## config.mk

```make
export PLATFORM = sky130hd
export DESIGN_NAME = any1_branch_eval_pipe
export DESIGN_NICKNAME = d
export VERILOG_FILES = /design/src/rtl/any1_branch_eval_pipe.sv
export SDC_FILE = /design/constraint.sdc
export NUM_CORES = 1
export LEC_CHECK = 0
export ABC_AREA = 1
export CORE_MARGIN = 4
export CORE_UTILIZATION = 51
export CTS_CLUSTER_SIZE = 8
export DETAILED_ROUTE_END_ITERATION = 8
export PLACE_DENSITY = 0.71
export SETUP_SLACK_MARGIN = 0.3
export SYNTH_ARGS = -nofsm -noshare
export SYNTH_HDL_FRONTEND = slang
export SYNTH_SLANG_ARGS = --single-unit
```

## constraint.sdc

```tcl
create_clock -name clk_i -period 33.5 [get_ports clk_i]
set_input_delay 6.7 -clock clk_i [delete_from_list [all_inputs] [get_ports clk_i]]
set_output_delay 6.7 -clock clk_i [all_outputs]
set_load 0.01 [all_outputs]
```

## src/rtl/any1_branch_eval_pipe.sv

```systemverilog
// rtl/any1_branch_eval_pipe.sv - ANY-1 branch resolution pipe: request FIFO, evaluate stage, output register.
module any1_branch_eval_pipe #(
  parameter int WID   = 64,
  parameter int PCW   = 32,
  parameter int TAGW  = 6,
  parameter int DEPTH = 4,
  parameter int INC   = 4,
  parameter int CNTW  = 32
) (
  input  logic            clk_i,
  input  logic            rst_i,
  input  logic            flush_i,
  input  logic            in_valid_i,
  output logic            in_ready_o,
  input  logic [3:0]      op_i,
  input  logic [WID-1:0]  a_i,
  input  logic [WID-1:0]  b_i,
  input  logic [PCW-1:0]  pc_i,
  input  logic [PCW-1:0]  disp_i,
  input  logic            pred_taken_i,
  input  logic [TAGW-1:0] tag_i,
  output logic            out_valid_o,
  input  logic            out_ready_i,
  output logic            takb_o,
  output logic [PCW-1:0]  target_o,
  output logic [PCW-1:0]  redirect_pc_o,
  output logic            mispredict_o,
  output logic [TAGW-1:0] tag_o,
  output logic [CNTW-1:0] br_count_o,
  output logic [CNTW-1:0] mp_count_o
);
  localparam int AW = $clog2(DEPTH);
  localparam int CW = AW + 1;
  localparam int BW = $clog2(WID);
  localparam logic [CW-1:0] DEPTH_C = CW'(DEPTH);

  logic [3:0]      op_mem   [DEPTH];
  logic [WID-1:0]  a_mem    [DEPTH];
  logic [WID-1:0]  b_mem    [DEPTH];
  logic [PCW-1:0]  pc_mem   [DEPTH];
  logic [PCW-1:0]  disp_mem [DEPTH];
  logic            pred_mem [DEPTH];
  logic [TAGW-1:0] tag_mem  [DEPTH];

  logic [AW-1:0]   wr_ptr_q, wr_ptr_d, rd_ptr_q, rd_ptr_d;
  logic [CW-1:0]   count_q, count_d;
  logic            s1_valid_q, s1_valid_d, s2_valid_q, s2_valid_d;
  logic [CNTW-1:0] br_cnt_q, br_cnt_d, mp_cnt_q, mp_cnt_d;

  logic            s1_takb_q, s1_mp_q;
  logic [PCW-1:0]  s1_target_q, s1_redirect_q;
  logic [TAGW-1:0] s1_tag_q;
  logic            s2_takb_q, s2_mp_q;
  logic [PCW-1:0]  s2_target_q, s2_redirect_q;
  logic [TAGW-1:0] s2_tag_q;

  logic            push, pop, s1_adv, s1_move, xfer;
  logic [3:0]      h_op;
  logic [WID-1:0]  h_a, h_b;
  logic [PCW-1:0]  h_pc;
  logic            ev_takb;
  logic [PCW-1:0]  ev_target, ev_redirect;

  assign in_ready_o = (count_q < DEPTH_C) & ~flush_i;
  assign push       = in_valid_i & in_ready_o;
  assign xfer       = s2_valid_q & out_ready_i;
  assign s1_adv     = ~s2_valid_q | out_ready_i;
  assign s1_move    = s1_valid_q & s1_adv;
  // Head is read straight from storage, so a same-cycle push never bypasses.
  assign pop        = (count_q != '0) & (~s1_valid_q | s1_adv) & ~flush_i;

  always_comb begin
    h_op        = op_mem[rd_ptr_q];
    h_a         = a_mem[rd_ptr_q];
    h_b         = b_mem[rd_ptr_q];
    h_pc        = pc_mem[rd_ptr_q];
    ev_takb     = 1'b0;
    case (h_op)
      4'd0: ev_takb = (h_a == h_b);
      4'd1: ev_takb = (h_a != h_b);
      4'd2: ev_takb = ($signed(h_a) <  $signed(h_b));
      4'd3: ev_takb = ($signed(h_a) >= $signed(h_b));
      4'd4: ev_takb = (h_a <  h_b);
      4'd5: ev_takb = (h_a >= h_b);
      4'd6: ev_takb = h_a[h_b[BW-1:0]];
      4'd7: ev_takb = ~h_a[h_b[BW-1:0]];
      4'd8: ev_takb = 1'b1;
      default: ev_takb = 1'b0;
    endcase
    ev_target   = h_pc + disp_mem[rd_ptr_q];
    ev_redirect = ev_takb ? ev_target : h_pc + PCW'(INC);
  end

  always_comb begin
    wr_ptr_d   = push ? wr_ptr_q + AW'(1) : wr_ptr_q;
    rd_ptr_d   = pop  ? rd_ptr_q + AW'(1) : rd_ptr_q;
    count_d    = count_q + CW'(push) - CW'(pop);
    s1_valid_d = pop | (s1_valid_q & ~s1_adv);
    s2_valid_d = s1_move | (s2_valid_q & ~out_ready_i);
    br_cnt_d   = br_cnt_q;
    mp_cnt_d   = mp_cnt_q;
    // Statistics saturate and deliberately survive a flush.
    if (xfer && (br_cnt_q != '1)) br_cnt_d = br_cnt_q + CNTW'(1);
    if (xfer && s2_mp_q && (mp_cnt_q != '1)) mp_cnt_d = mp_cnt_q + CNTW'(1);
    if (flush_i) begin
      wr_ptr_d   = '0;
      rd_ptr_d   = '0;
      count_d    = '0;
      s1_valid_d = 1'b0;
      s2_valid_d = 1'b0;
    end
  end

  always_ff @(posedge clk_i) begin
    if (push) begin
      op_mem[wr_ptr_q]   <= op_i;
      a_mem[wr_ptr_q]    <= a_i;
      b_mem[wr_ptr_q]    <= b_i;
      pc_mem[wr_ptr_q]   <= pc_i;
      disp_mem[wr_ptr_q] <= disp_i;
      pred_mem[wr_ptr_q] <= pred_taken_i;
      tag_mem[wr_ptr_q]  <= tag_i;
    end
  end

  always_ff @(posedge clk_i) begin
    if (rst_i) begin
      wr_ptr_q      <= '0;
      rd_ptr_q      <= '0;
      count_q       <= '0;
      s1_valid_q    <= 1'b0;
      s2_valid_q    <= 1'b0;
      br_cnt_q      <= '0;
      mp_cnt_q      <= '0;
      s1_takb_q     <= 1'b0;
      s1_mp_q       <= 1'b0;
      s1_target_q   <= '0;
      s1_redirect_q <= '0;
      s1_tag_q      <= '0;
      s2_takb_q     <= 1'b0;
      s2_mp_q       <= 1'b0;
      s2_target_q   <= '0;
      s2_redirect_q <= '0;
      s2_tag_q      <= '0;
    end else begin
      wr_ptr_q   <= wr_ptr_d;
      rd_ptr_q   <= rd_ptr_d;
      count_q    <= count_d;
      s1_valid_q <= s1_valid_d;
      s2_valid_q <= s2_valid_d;
      br_cnt_q   <= br_cnt_d;
      mp_cnt_q   <= mp_cnt_d;
      if (pop) begin
        s1_takb_q     <= ev_takb;
        s1_mp_q       <= ev_takb ^ pred_mem[rd_ptr_q];
        s1_target_q   <= ev_target;
        s1_redirect_q <= ev_redirect;
        s1_tag_q      <= tag_mem[rd_ptr_q];
      end
      if (s1_move) begin
        s2_takb_q     <= s1_takb_q;
        s2_mp_q       <= s1_mp_q;
        s2_target_q   <= s1_target_q;
        s2_redirect_q <= s1_redirect_q;
        s2_tag_q      <= s1_tag_q;
      end
    end
  end

  assign out_valid_o   = s2_valid_q;
  assign takb_o        = s2_takb_q;
  assign target_o      = s2_target_q;
  assign redirect_pc_o = s2_redirect_q;
  assign mispredict_o  = s2_mp_q;
  assign tag_o         = s2_tag_q;
  assign br_count_o    = br_cnt_q;
  assign mp_count_o    = mp_cnt_q;
endmodule

```

==> impl_metrics.ini <==
[synth]
yosys_warnings = 0
syn_inst = 4242
muxShareOfSynthArea_pct = 0
synth.net_count = 4556
seq_area_frac_synth_pct = 64.2
synthTopCellsByCount = 1009 x nand2_1, 812 x edfxtp_1, 413 x nor2_1, 315 x nand3_1, 277 x inv_1
yosysMostFrequentCell = nand2_1
synthTopCellsByArea = edfxtp_1 54%, dfxtp_1 9.8%, nand2_1 8.5%, nand3_1 3.5%, nor2_1 3.5%
yosys.area_share.xor_xnor_pct = 1.23
synth_top_family_by_area = simple AND/OR/NAND/NOR gates
yosys_register_bits = 1031
synth.avg_cell_area_um2 = 10.6
ys.flop_type = edfxtp_1
synth_compound_area_share_pct = 9.51
yosysTopAreaCell = edfxtp_1
synth_edf_count = 812
synth_fa_ha_area_share_pct = 2.99
synth_simple_gate_area_share_pct = 17.1
synth_top_area_share_pct = 54.4
async_reset_ff_share_pct = 0
synth.cell_area_mm2 = 0.0448
synth_cell_types = 54

[routing]
first_pass_iters = 6
vias_per_cell = 5.54
drc = 0
drt-initial-drc-count = 2783
ant_nets = 0
drt-total-wl_um = 113000
vias = 31972
wire_per_inst_um = 19.6

[sta]
post-route-min-period_ns = 14.59
fin_tns_setup_ns = 0
fmax_mhz = 68.5
finalClockSkew_ns = 0.0369
finalHoldViolCount = 0
period_share_pct = 43.6
worst_pin_slew_ns = 1.06
slew_violations = 0
relSlewSlack_pct = 29.5
rsz0062_at_grt = no
setup_viol = 0

[critical_path]
required_ns = 26.80
worstRegToRegCells = 21
crit_path_max_fanout = 3
cp-end-kind = output pin
setup.worst_path.start_class = primary input
cp.arrival_ns = 7.89
path_class = primary input to output pin
worst_r2r_endpoint = s1_redirect_q[24]$_SDFFE_PP0P_
rrSetupSlack_ns = 26.89

[final_layout]
postLayoutCellArea_mm2 = 0.0530
instances_no_fill = 5774
area_growth_pct = 18.3
finalNetCount = 4874
fin_util_pct = 60.9
drive_above_1_share_pct = 5.71

[placement]
dpl.hpwl_um = 70700
placed_area_mm2 = 0.0489
dp.cells = 5566
io_buffer_count = 345
gp_congestion = 0.894

[global_routing]
antenna_found_initial = 34
top_usage_layer = met2
grtUsageMet3_pct = 5.39
grt_pass1_wl_um = 173000
use_met1_pct = 31.5
use_met2_pct = 39.3
overflow = 0
grt_max_degree = 184
grt_usage_pct = 23.8
grt_pass1_vias = 30428

[clocking]
cts_hold_buf = 0
root_buffer = clkbuf_16
cts_sinks = 1031
insertion_delay_ns = 0.75
cts_setup_buffers = 0
postCtsResizedCells = 0
cts_tree = built
clkTransAtPathRegs_ns = 0.05
numCtsBuffers = 147
clockBufferDepth = 3
h-tree-depth = 4

[hold_path]
hp-class = flip-flop to flip-flop
min_from = s1_tag_q[3]$_SDFFE_PP0P_
holdPathEnd = tag_o[3]$_SDFFE_PP0P_
hold_depth = 2

[floorplan]
start_util_pct = 51.5
die_area_mm2 = 0.0927
num_rows = 108
core_mm2 = 0.0870
dieHeight_um = 304
io_pins = 346
die_w_um = 304

[power_and_ir_drop]
power_density_mw_per_mm2 = 56.6
peakVddDrop_mv = 0.0504
power_leakage_nw = 19.8

[run]
drv_cap = 0

[run_status]
outcome = finished clean
[routing by layer]
metal | up-vias | share of wire [%]
met2 | 1091 | 48
met1 | 15249 | 42
li1 | 15406 | -
met5 | - | 0.16
met3 | 200 | 7.4
met4 | 26 | 2.4
[cells in the final DEF (no fill, tap or decap), drive strengths merged]
cell              n
or2               1
nand4            37
a32oi            18
o21a             12
o21ai           277
nand3b            1
clkbuf          177
a32o             60
o21ba             1
nor2            418
ha              104
edfxtp          812
o21bai           21
nor4             19
bufinv            1
a21boi            2
dfxtp           219
a21oi           221
clkdlybuf4s50   344
o22a              2
a21o              6
nand2          1019
o221a             1
o211ai           11
fa                2
xnor2            24
a31oi             4
a221oi            4
nor3b             2
clkinv            8
nand3           316
inv             299
buf              27
and2              1
diode            16
nor3             42
xor2             39
o22ai            51
[registers in the layout (all words and copies together), names as in the netlist, 16 cells and up, named ones only]
name,cells
br_count_o,32
a_mem,256
redirect_pc_o,32
s1_target_q,32
b_mem,256
disp_mem,128
target_o,32
s1_redirect_q,32
pc_mem,128
mp_count_o,32
tag_mem,24
op_mem,16
[area by class of cell]
type	instances	area [µm²]
well taps	1155	1450
clock buffers	177	3820
diodes	16	40.0
inverters	293	1120
multi-input cells	2716	13800
fillers	6973	34000
repair buffers	371	3720
clock inverters	15	260
flip-flops and latches	1031	28800
[where the power goes]
| part | internal, mW | total (mW) | leakage [nW] | switching, mW |
|---|---|---|---|---|
| combinational | 0.0890 | 0.246 | 8.66 | 0.157 |
| sequential | 1.41 | 1.42 | 9.14 | 0.00989 |
| clock | 0.805 | 1.33 | 1.98 | 0.527 |
| total | 2.31 | 3.00 | 19.8 | 0.694 |
[how the worst max path moves through the flow]
stage | start | to
floorplan | flush_i | a_mem[0][0]$_DFFE_PP_
global placement | flush_i | in_ready_o
detailed placement | flush_i | in_ready_o
CTS | flush_i | in_ready_o
global route | flush_i | in_ready_o
finish | flush_i | in_ready_o
[stage by stage]
step | power, mW | hold slack (ns) | worst slack (ns)
final | 3.00 | 0.460 | 18.91
after global routing | 3.11 | 0.474 | 18.85
after CTS | 3.02 | 0.463 | 18.90
after detailed placement | 1.69 | 0.455 | 18.90
after global placement | 1.68 | 0.443 | 18.90
after floorplan | 1.60 | 0.430 | 17.15
[critical path, stage by stage]
cell	delay (ns)
clkdlybuf4s50_1	0.47
nor2_1	0.17
clkdlybuf4s50_1	0.55
[kinds of logic (layout without fill, tap and decap cells)]
kind of cell | Yosys count | after routing
XOR/XNOR | 63 | 63
AND/OR/NAND/NOR | 1856 | 1856
AO/OA/AOI/OAI | 691 | 691
buffers and inverters | 495 | 856
other | 0 | 16
flip-flops | 1031 | 1031
adder cells (fa/ha/maj) | 106 | 106
(Power assumes the default switching activity.)
